## config.mk

```make
export PLATFORM = sky130hd
export DESIGN_NAME = alu_rr_arbiter
export DESIGN_NICKNAME = d
export VERILOG_FILES = /design/src/rtl/alu_rr_arbiter.sv
export SDC_FILE = /design/constraint.sdc
export NUM_CORES = 1
export LEC_CHECK = 0
export ABC_AREA = 1
export BUFFER_PORTS_ARGS = -buffer_cell sky130_fd_sc_hd__clkbuf_2
export CAP_MARGIN = 20
export CORE_UTILIZATION = 30
export DETAILED_ROUTE_END_ITERATION = 6
export HOLD_SLACK_MARGIN = 0.12
export SLEW_MARGIN = 20
export SYNTH_ARGS = -nofsm -noshare
export SYNTH_HDL_FRONTEND = slang
export SYNTH_SLANG_ARGS = --single-unit
```

## constraint.sdc

```tcl
create_clock -name clk -period 1.51 [get_ports clk]
set_input_delay 0.2265 -clock clk [delete_from_list [all_inputs] [get_ports clk]]
set_output_delay 0.2265 -clock clk [all_outputs]
set_load 0.05 [all_outputs]
```

## src/rtl/alu_rr_arbiter.sv

```systemverilog
// alu_rr_arbiter
// Shares one external 32-bit combinational ALU between two requesters using
// round-robin arbitration. An accepted operation is held in operand registers,
// presented to the ALU for one cycle, and the registered result is returned
// with the requester id through a valid/ready response handshake.
//
// Ports:
//   clk, rst_n                  clock, asynchronous active-low reset
//   reqN_valid/ready/a/b/op     request handshake and operands, N = 0,1
//   alu_a, alu_b, alu_op        registered operands to the external ALU
//   alu_result/flag/carry       ALU outputs (result, zero flag, carry)
//   resp_valid/ready            response handshake
//   resp_id/result/flag/carry   registered response payload
//   grant_cnt0/1                saturating per-port grant counters
//                               (only with ALU_RR_ARBITER_STATS_EN defined)
//
// States:
//   state | meaning
//   IDLE  | arbitrate between requesters, accept one operation
//   EXEC  | operand registers drive the ALU, result captured at cycle end
//   RESP  | response held until the consumer accepts it
module alu_rr_arbiter #(
    parameter int W   = 32,
    parameter int OPW = 4
) (
    input  logic           clk,
    input  logic           rst_n,
    input  logic           req0_valid,
    output logic           req0_ready,
    input  logic [W-1:0]   req0_a,
    input  logic [W-1:0]   req0_b,
    input  logic [OPW-1:0] req0_op,
    input  logic           req1_valid,
    output logic           req1_ready,
    input  logic [W-1:0]   req1_a,
    input  logic [W-1:0]   req1_b,
    input  logic [OPW-1:0] req1_op,
    output logic [W-1:0]   alu_a,
    output logic [W-1:0]   alu_b,
    output logic [OPW-1:0] alu_op,
    input  logic [W-1:0]   alu_result,
    input  logic           alu_flag,
    input  logic           alu_carry,
    output logic           resp_valid,
    input  logic           resp_ready,
    output logic           resp_id,
    output logic [W-1:0]   resp_result,
    output logic           resp_flag,
    output logic           resp_carry
`ifdef ALU_RR_ARBITER_STATS_EN
    ,
    output logic [15:0]    grant_cnt0,
    output logic [15:0]    grant_cnt1
`endif
);

    typedef enum logic [1:0] {
        IDLE = 2'd0,
        EXEC = 2'd1,
        RESP = 2'd2
    } state_t;

    state_t         state_q, state_d;
    logic           last_grant_q;
    logic [W-1:0]   opa_q, opb_q;
    logic [OPW-1:0] opc_q;
    logic           id_q;
    logic           gnt0, gnt1;

    // A lone requester always wins; on a tie the port that did not win last time wins.
    assign gnt0 = req0_valid && (!req1_valid || last_grant_q);
    assign gnt1 = req1_valid && (!req0_valid || !last_grant_q);

    always_comb begin
        state_d    = state_q;
        req0_ready = 1'b0;
        req1_ready = 1'b0;
        case (state_q)
            IDLE: begin
                req0_ready = gnt0;
                req1_ready = gnt1;
                if (gnt0 || gnt1) state_d = EXEC;
            end
            EXEC: state_d = RESP;
            RESP: if (resp_ready) state_d = IDLE;
            default: state_d = IDLE;
        endcase
    end

    always_ff @(posedge clk or negedge rst_n) begin
        if (!rst_n) begin
            state_q      <= IDLE;
            last_grant_q <= 1'b1;
            opa_q        <= '0;
            opb_q        <= '0;
            opc_q        <= '0;
            id_q         <= 1'b0;
            resp_valid   <= 1'b0;
            resp_result  <= '0;
            resp_flag    <= 1'b0;
            resp_carry   <= 1'b0;
        end else begin
            state_q <= state_d;
            if (req0_ready) begin
                opa_q        <= req0_a;
                opb_q        <= req0_b;
                opc_q        <= req0_op;
                id_q         <= 1'b0;
                last_grant_q <= 1'b0;
            end else if (req1_ready) begin
                opa_q        <= req1_a;
                opb_q        <= req1_b;
                opc_q        <= req1_op;
                id_q         <= 1'b1;
                last_grant_q <= 1'b1;
            end
            if (state_q == EXEC) begin
                resp_valid  <= 1'b1;
                resp_result <= alu_result;
                resp_flag   <= alu_flag;
                resp_carry  <= alu_carry;
            end else if (state_q == RESP && resp_ready) begin
                resp_valid <= 1'b0;
            end
        end
    end

    // Operand registers only change on a handshake, so the ALU inputs are
    // stable through EXEC and keep their last values afterwards.
    assign alu_a   = opa_q;
    assign alu_b   = opb_q;
    assign alu_op  = opc_q;
    assign resp_id = id_q;

`ifdef ALU_RR_ARBITER_STATS_EN
    logic [15:0] cnt0_q, cnt1_q;

    always_ff @(posedge clk or negedge rst_n) begin
        if (!rst_n) begin
            cnt0_q <= '0;
            cnt1_q <= '0;
        end else begin
            if (req0_ready && cnt0_q != 16'hFFFF) cnt0_q <= cnt0_q + 16'd1;
            if (req1_ready && cnt1_q != 16'hFFFF) cnt1_q <= cnt1_q + 16'd1;
        end
    end

    assign grant_cnt0 = cnt0_q;
    assign grant_cnt1 = cnt1_q;
`endif

endmodule

```

Yosys cells after proc, flatten, opt, wreduce, memory -nomap -nowiden:

Index checks and enable logic that the tools add are counted.

* equality and inequality tests: 4
* muxes and demuxes: 15
* reduce and logical (&&, ||, !) cells: 13

Operator list (count)
* 2-to-1 mux 32 bit: 4
* 2-to-1 mux 4 bit: 2
* 2-to-1 mux 1 bit: 6
* one-hot mux 2 bit (3 select lines): 1
* 2-to-1 mux 2 bit: 2
* inequality test 2 bit (second input constant): 2
* nonzero test 2 bit: 2
* logical AND 1 bit: 3
* zero test 1 bit: 3
* logical OR 1 bit: 3
* == test 2 x 1 -> 1 bit (second input constant): 1
* == test 2 bit (second input constant): 1
* zero test 2 bit: 1
* AND reduction 2 bit: 1

* flip-flop bits (word level): 107
* input bits: 175
* output and inout port bits: 106
* logic and storage cells: 42

Longest topological paths before layout:

Gate-level depths: netlist (run 1).

* depth in word-level cells: 6
* depth in mapped cells: 8

Least setup slack after synthesis (run 1):

Ideal clock, no wire load.

* kind: register -> output
* start: register state_q[1]
* end: output req1_ready
* arrival time: 1.436 ns
* setup slack: -0.152 ns
* cell stages (with the launch flop): 6
* path through: dfrtp_1 > nor2_4 > buf_2 > buf_2 > nand3_1 > inv_1

* word-level cells in the longest chain between the ends: 2

Ends and longest elaborated chain
* from (decl): RTL line 63 `state_t state_q, state_d;`
* from (signal assigned): RTL line 103 `state_q <= state_d;`
* zero test 2 bit: RTL line 78 `case (state_q)`
* 2-to-1 mux 1 bit: RTL line 78
* to (decl): RTL line 34 `output logic req1_ready,`

No other way between the ends.

Worst setup path in the final report (run 1):

* start: register last_grant_q
* end: output req1_ready

* word-level cells in the longest chain between the ends: 4

Ends and longest elaborated chain
* from (decl): RTL line 64 `logic last_grant_q;`
* from (signal assigned): RTL line 93 `last_grant_q <= 1'b1;`
* from (signal assigned): RTL line 109 `last_grant_q <= 1'b0;`
* from (signal assigned): RTL line 115 `last_grant_q <= 1'b1;`
* zero test 1 bit: RTL line 72 `assign gnt1 = req1_valid && (!req0_valid || !last_grant_q);`
* logical OR 1 bit: RTL line 72
* logical AND 1 bit: RTL line 72
* 2-to-1 mux 1 bit: RTL line 78

No other way between the ends.

==> key figures, run 1 <==
Run status
  • Status: finished, violations left
  • Failing checks: setup timing

Global routing
  • Initial antenna violation count: 1
  • Global-route wire length before repair: 26600 um
  • Vias in the first global route: 5300
  • Gr usage total: 18.6%
  • Largest net degree at the start of global routing: 51
  • Final global-route overflow total: 0

Drt
  • Antenna-violating nets left: 0
  • Post-DR vias/cell: 4.29
  • 1st-pass router iterations: 4
  • Vias: 5535
  • Avg WL per Cell: 13.3 um
  • # DRC: 0
  • Total Wirelength: 17200 um
  • Initial DRC count: 192

Clocking
  • Clock Tree Root: clkbuf_16
  • Htree depth: 3
  • CTS tree: yes
  • Clock buffer depth: 2
  • Num CTS Buffers: 9
  • Worst skew pair latency: 0.35 ns
  • CTS clk-pin slew, worst paths: 0.07 ns
  • # clock sinks: 107

Placed design
  • DP HPWL: 11700 um
  • GPL Wtd Cong: 0.815
  • IO buf count: 280
  • Number of instances in the placed design: 1234
  • Pre-CTS setup slack: 0.00996 ns

STA
  • Slew at the pin closest to its max-slew limit: 0.411 ns
  • Unrepaired setup endpoints after global routing: true
  • Final period util: 104%
  • Slew headroom: 72.6%
  • Final hold violations: 0
  • Maximum clock rate: 639 MHz
  • Setup TNS: -0.108 ns
  • Final critical-path required period: 1.57 ns
  • Final Skew: 0.00556 ns
  • Setup-failing EPs final: 2
  • Final WS setup: -0.0553 ns
  • Fin. max-slew vios: 0

Setup path
  • Cell family with most CP delay: flip-flops
  • Crit. End Element: output port
  • Worst setup SP type: flop
  • WP buf/inv: 2
  • WP data arrival: 1.34 ns
  • Critical path's largest stage delay: 0.55 ns
  • CP cell instances: nand2_2 > nand3_2 > clkinvlp_4 > clkbuf_8
  • Largest fanout on the critical path: 2
  • Worst EP required: 1.28 ns
  • Crit path max-delay cell type: dfstp_2
  • WS Path Type: flop to output port

Pwr
  • Maximum vdd drop: 0.00103 V
  • PD cells: 2430 nW/um^2
  • Design Power: 19.1 mW
  • P_leak: 4.89 nW

Cells and area
  • Fillers: 1782
  • Ratio of cells with drive above 1 in the final layout: 31.4%
  • Post-layout nets: 1236
  • Layout area overhead: 47.2%
  • FF/Latch Area: 2680 um^2
  • Non-Filler Instances: 1290
  • Area occupied by multi-input gates: 1940 um^2
  • Final core utilization: 45.3%
  • N_diodes: 0

Die
  • Initial core utilization: 30.8%
  • Full die area: 18300 um^2
  • Core area: 17300 um^2
  • Row cnt: 48
  • I/O Pins: 281
  • DIE WIDTH: 135 um
  • Chip height: 135 um

Logic synthesis
  • Syn_nets: 925
  • Ys async rst share: 100%
  • Count leader, synth: nand2_1
  • Syn avg cell area: 7.10 um^2
  • Main synth FF type: dfrtp_1
  • Seq cells post-synth: 107
  • Synth cell count leaders: nand2_1 (313), inv_1 (141), nand3_1 (138)
  • Post-synth EDFFs: 0
  • Mapped Area: 5330 um^2
  • Netlist cell types: 16
  • Ranking of synthesized cells by area: dfrtp_1 (50%), nand2_1 (22%), nand3_1 (13%)
  • Post-Syn Instances: 750
  • Register area share after synthesis: 50.3%
  • Ys Warns: 0
  • Share of the synthesized area in the top cell type: 49.8%
  • Cell taking the most area after synthesis: dfrtp_1

Job
  • Max Cap Viol: 0

Min path
  • Hold crit path type: primary input to flop
## path summary, 6_finish.rpt
| check | cells past startpoint | to | startpoint | slack (ns) |
|---|---|---|---|---|
| setup / recovery | 4 | req1_ready | last_grant_q | -0.06 |
| hold / removal | 5 | alu_b[8] | req1_b[8] | 0.17 |
| setup reg to reg | 6 | alu_a[9] | state_q[0] | 0.08 |
| hold reg to reg | 2 | resp_result[31] | resp_result[31] | 0.47 |
| max in group asynchronous | 3 | alu_a[23] | rst_n | 0.53 |
| min in group asynchronous | 2 | resp_result[28] | rst_n | 0.36 |
## layout by cell type (no fill, tap or decap)
master,n
buf_6,2
buf_16,1
nor2_4,1
nand3_4,1
inv_1,138
nor2_2,1
dfstp_2,1
nand3_2,1
dlygate4sd3_1,36
clkinv_2,2
clkbuf_2,277
nand2_1,310
inv_6,1
o21ai_4,1
clkbuf_8,2
dfrtp_1,106
inv_2,3
nand2_2,3
clkinvlp_4,3
inv_4,1
buf_12,6
buf_4,15
clkbuf_16,12
nand3_1,137
o21ai_0,3
clkbuf_1,1
## sequential cells by signal, indices dropped and copies added (netlist names)
name	flops
resp_flag	1
resp_result	32
resp_valid	1
resp_id	1
alu_b	32
resp_carry	1
last_grant_q	1
state_q	2
alu_a	32
alu_op	4
## cells by family (layout without fill, tap and decap cells)
| family | count (synthesis) | count (layout) | share of synthesized area [%] |
|---|---|---|---|
| AO/OA/AOI/OAI | 4 | 4 | 0.446 |
| buffers and inverters | 185 | 500 | 13.7 |
| flip-flops | 107 | 107 | 50.3 |
| AND/OR/NAND/NOR | 454 | 454 | 35.5 |
## worst reg2reg max path: cells and delay by family, from the launching register on
| kind | cells | cell delay [ns] |
|---|---|---|
| buffers and inverters | 2 | 0.42 |
| and+or+nand+nor | 4 | 0.49 |
| DFF | 1 | 0.41 |
## cell type report
class | instances | share of cell area [%]
well taps | 225 | 3.59
flip-flops and latches | 107 | 34.2
inverters | 144 | 7.02
clock buffers | 11 | 3.10
clock inverters | 4 | 0.335
multi-input cells | 458 | 24.8
repair buffers | 341 | 27.0
## per-layer routing
layer	GRT usage [%]	vias to the layer above	part of all wire (%)
met3	3.93	17	6.2
met4	6.30	2	1.3
met2	31.0	181	47
met5	0	-	0.076
li1	-	2843	-
met1	23.7	2492	46
## report_power, final
group | switching [mW] | internal (mW) | leakage (nW) | total, mW
logic | 8.81 | 2.90 | 3.45 | 11.7
clock network | 1.07 | 1.16 | 0.132 | 2.22
registers | 0.817 | 4.32 | 1.31 | 5.14
## per-stage QoR
| step | cell area, um^2 | hold slack (ns) |
|---|---|---|
| finish | 7840 | 0.167 |
| global route | 7840 | 0.171 |
| CTS | 7780 | 0.152 |
| detailed placement | 7080 | 0.180 |
| global placement | 7080 | 0.181 |
| floorplan | 5340 | -0.0691 |
## what timing repair did
action / 4_1_cts / 5_1_grt
gates cloned: 0 / 2
setup buffers: 3 / 0
setup endpoints to repair: 2 / 34
gates resized for setup: 9 / 5
endpoints found under the hold margin: 60 / 0
hold buffers: 36 / 0
pin swaps: 1 / 0
Note: power is estimated with default switching activity, not from simulation.
==> inputs of run 2 (changes only) <==
--- a/config.mk
+++ b/config.mk
@@ -8,8 +8,11 @@
 export ABC_AREA = 1
 export BUFFER_PORTS_ARGS = -buffer_cell sky130_fd_sc_hd__clkbuf_2
 export CAP_MARGIN = 20
+export CORE_MARGIN = 5
 export CORE_UTILIZATION = 30
+export CTS_CLUSTER_DIAMETER = 30
 export DETAILED_ROUTE_END_ITERATION = 6
+export GPL_TIMING_DRIVEN = 0
 export HOLD_SLACK_MARGIN = 0.12
 export SLEW_MARGIN = 20
 export SYNTH_ARGS = -nofsm -noshare
==> key figures, run 2 (same netlist as run 1, synthesis figures left out) <==
Cells and area
  • Post-layout nets: 1265 (+2.3%)
  • Commonest non-fill, non-tap cell in the layout: nand2_1
  • Layout area overhead: 51.9%
  • N_diodes: 0 (unchanged)
  • Most frequent cells in the layout: nand2_1 (311), clkbuf_2 (291), inv_1 (138), nand3_1 (137), dfrtp_1 (105)
  • Ratio of cells with drive above 1 in the final layout: 32.9% (+1.5 points)
  • Fillers: 1778 (-0.22%)
  • Non-Filler Instances: 1320 (+2.3%)
  • Final core utilization: 46.6% (+1.3 points)

STA
  • Final critical-path required period: 1.68 ns (+0.110 ns)
  • Setup TNS: -6.73 ns (-6.63 ns)
  • Final WS setup: -0.165 ns (-0.110 ns)
  • Final Skew: 0.0100 ns (+0.00445 ns)
  • Final hold violations: 0 (unchanged)
  • Slew headroom: 64.5% (-8.1 points)
  • Maximum clock rate: 597 MHz (-6.6%)
  • Unrepaired setup endpoints after global routing: true
  • Slew at the pin closest to its max-slew limit: 0.532 ns (+0.121 ns)
  • Setup-failing EPs final: 72 (+70)
  • Fin. max-slew vios: 0 (unchanged)
  • Final period util: 111% (+7.3 points)

Drt
  • # DRC: 0 (unchanged)
  • Vias: 5705 (+3.1%)
  • 1st-pass router iterations: 6 (+2)
  • Antenna-violating nets left: 0 (unchanged)
  • Avg WL per Cell: 14.1 um (+5.6%)
  • Post-DR vias/cell: 4.32 (+0.73%)
  • Total Wirelength: 18600 um (+8.0%)
  • Initial DRC count: 215 (+12%)

Pwr
  • PD cells: 2470 nW/um^2 (+1.6%)
  • Maximum vdd drop: 0.00115 V (+11%)
  • P_leak: 5.04 nW (+2.9%)
  • Design Power: 20.0 mW (+4.8%)

Clocking
  • Htree depth: 3 (unchanged)
  • CTS tree: yes
  • Worst skew pair latency: 0.35 ns (about the same)
  • Num CTS Buffers: 9 (unchanged)
  • Clock Tree Root: clkbuf_16
  • CTS clk-pin slew, worst paths: 0.08 ns (about the same)
  • Clock buffer depth: 2 (unchanged)
  • # clock sinks: 107 (unchanged)

Min path
  • Hold crit path type: primary input to flop

Global routing
  • Vias in the first global route: 5833 (+10%)
  • Gr usage total: 18.0% (-0.54 points)
  • Initial antenna violation count: 0 (-1)
  • Largest net degree at the start of global routing: 56 (+9.8%)
  • Global-route wire length before repair: 29500 um (+11%)
  • Final global-route overflow total: 0 (unchanged)

Run status
  • Failing checks: setup timing
  • Status: finished, violations left

Die
  • DIE WIDTH: 143 um (+5.9%)
  • Core area: 17400 um^2 (+0.35%)
  • Full die area: 20500 um^2 (+12%)
  • Initial core utilization: 30.7% (-0.11 points)
  • I/O Pins: 281 (unchanged)
  • Row cnt: 48 (unchanged)
  • Chip height: 143 um (+5.9%)

Placed design
  • IO buf count: 280 (unchanged)
  • Number of instances in the placed design: 1256 (+1.8%)
  • GPL Wtd Cong: 0.848 (+4.1%)
  • DP HPWL: 13700 um (+17%)

Setup path
  • Worst setup SP type: flop
  • Largest fanout on the critical path: 3 (+1)
  • Worst EP required: 1.28 ns (about the same)
  • WP data arrival: 1.45 ns (+0.11 ns)
  • WS Path Type: flop to output port
  • Crit. End Element: output port

Job
  • Max Cap Viol: 0 (unchanged)
## run 2: cell count changes in the layout (fill, tap and decap cells not counted), sizes merged
cell,change
clkinvlp,-1
bufinv,+2
clkbuf,+18
buf,+9
inv,-1
clkinv,+3
## run 2: metrics by stage
stage	worst slack [ns]	cell area, um^2	hold slack [ns]
floorplan	-0.0525	5340	-0.0691
global placement	-1.47	7020	0.428
detailed placement	-0.566	7060	0.218
CTS	-0.199	8010	0.146
global route	-0.252	8090	0.169
finish	-0.165	8090	0.159
## run 2: worst paths after layout
kind,start,endpoint,slack [ns],cells past startpoint
worst min-delay path,req1_a[2],alu_a[2],0.16,5
worst max-delay path,state_q[1],req0_ready,-0.17,5
max in group asynchronous,rst_n,last_grant_q,0.43,3
worst min register to register,resp_result[27],resp_result[27],0.47,2
min in group asynchronous,rst_n,alu_b[16],0.38,2
worst max register to register,state_q[1],alu_a[29],-0.16,9
## run 2: what timing repair did
action | 4_1_cts | 5_1_grt
endpoints found under the hold margin | 87 | 0
hold buffers | 36 | 0
cloned | 1 | 1
resized for setup | 59 | 15
setup endpoints to repair | 73 | 103
buffers inserted | 9 | 3
pin swaps | 2 | 2
## run 2: layout make-up
class	instances	area, um^2	area share, %
Inverter	144	553	6.84
Tap cell	225	282	3.48
Clock inverter	7	111	1.38
Multi-Input combinational cell	458	1950	24.2
Timing Repair Buffer	331	1980	24.5
Buffer	39	303	3.74
Sequential cell	107	2680	33.1
Clock buffer	9	225	2.78
## run 2: critical path: stages (launching register included)
cell and delay (ns):
dfrtp_2 0.43, nor2_4 0.20, nand3_4 0.11, buf_8 0.14
clkinvlp_4 0.07, clkbuf_16 0.15
## run 2: power breakdown
group          internal (mW)  switching [mW]  total (mW)
Sequential              4.32           0.797        5.12
Combinational           3.23            8.98        12.2
Clock                   1.49            1.18        2.66
Total                   9.04            11.0        20.0
## run 2: routing by layer
metal  vias to the layer above  part of all wire (%)  GRT usage (%)
met4                         0                   2.3           5.40
met3                        28                   8.1           5.16
met5                         -                     0              0
met2                       206                    47           29.5
met1                      2557                    43           23.3
li1                       2914                     -              -
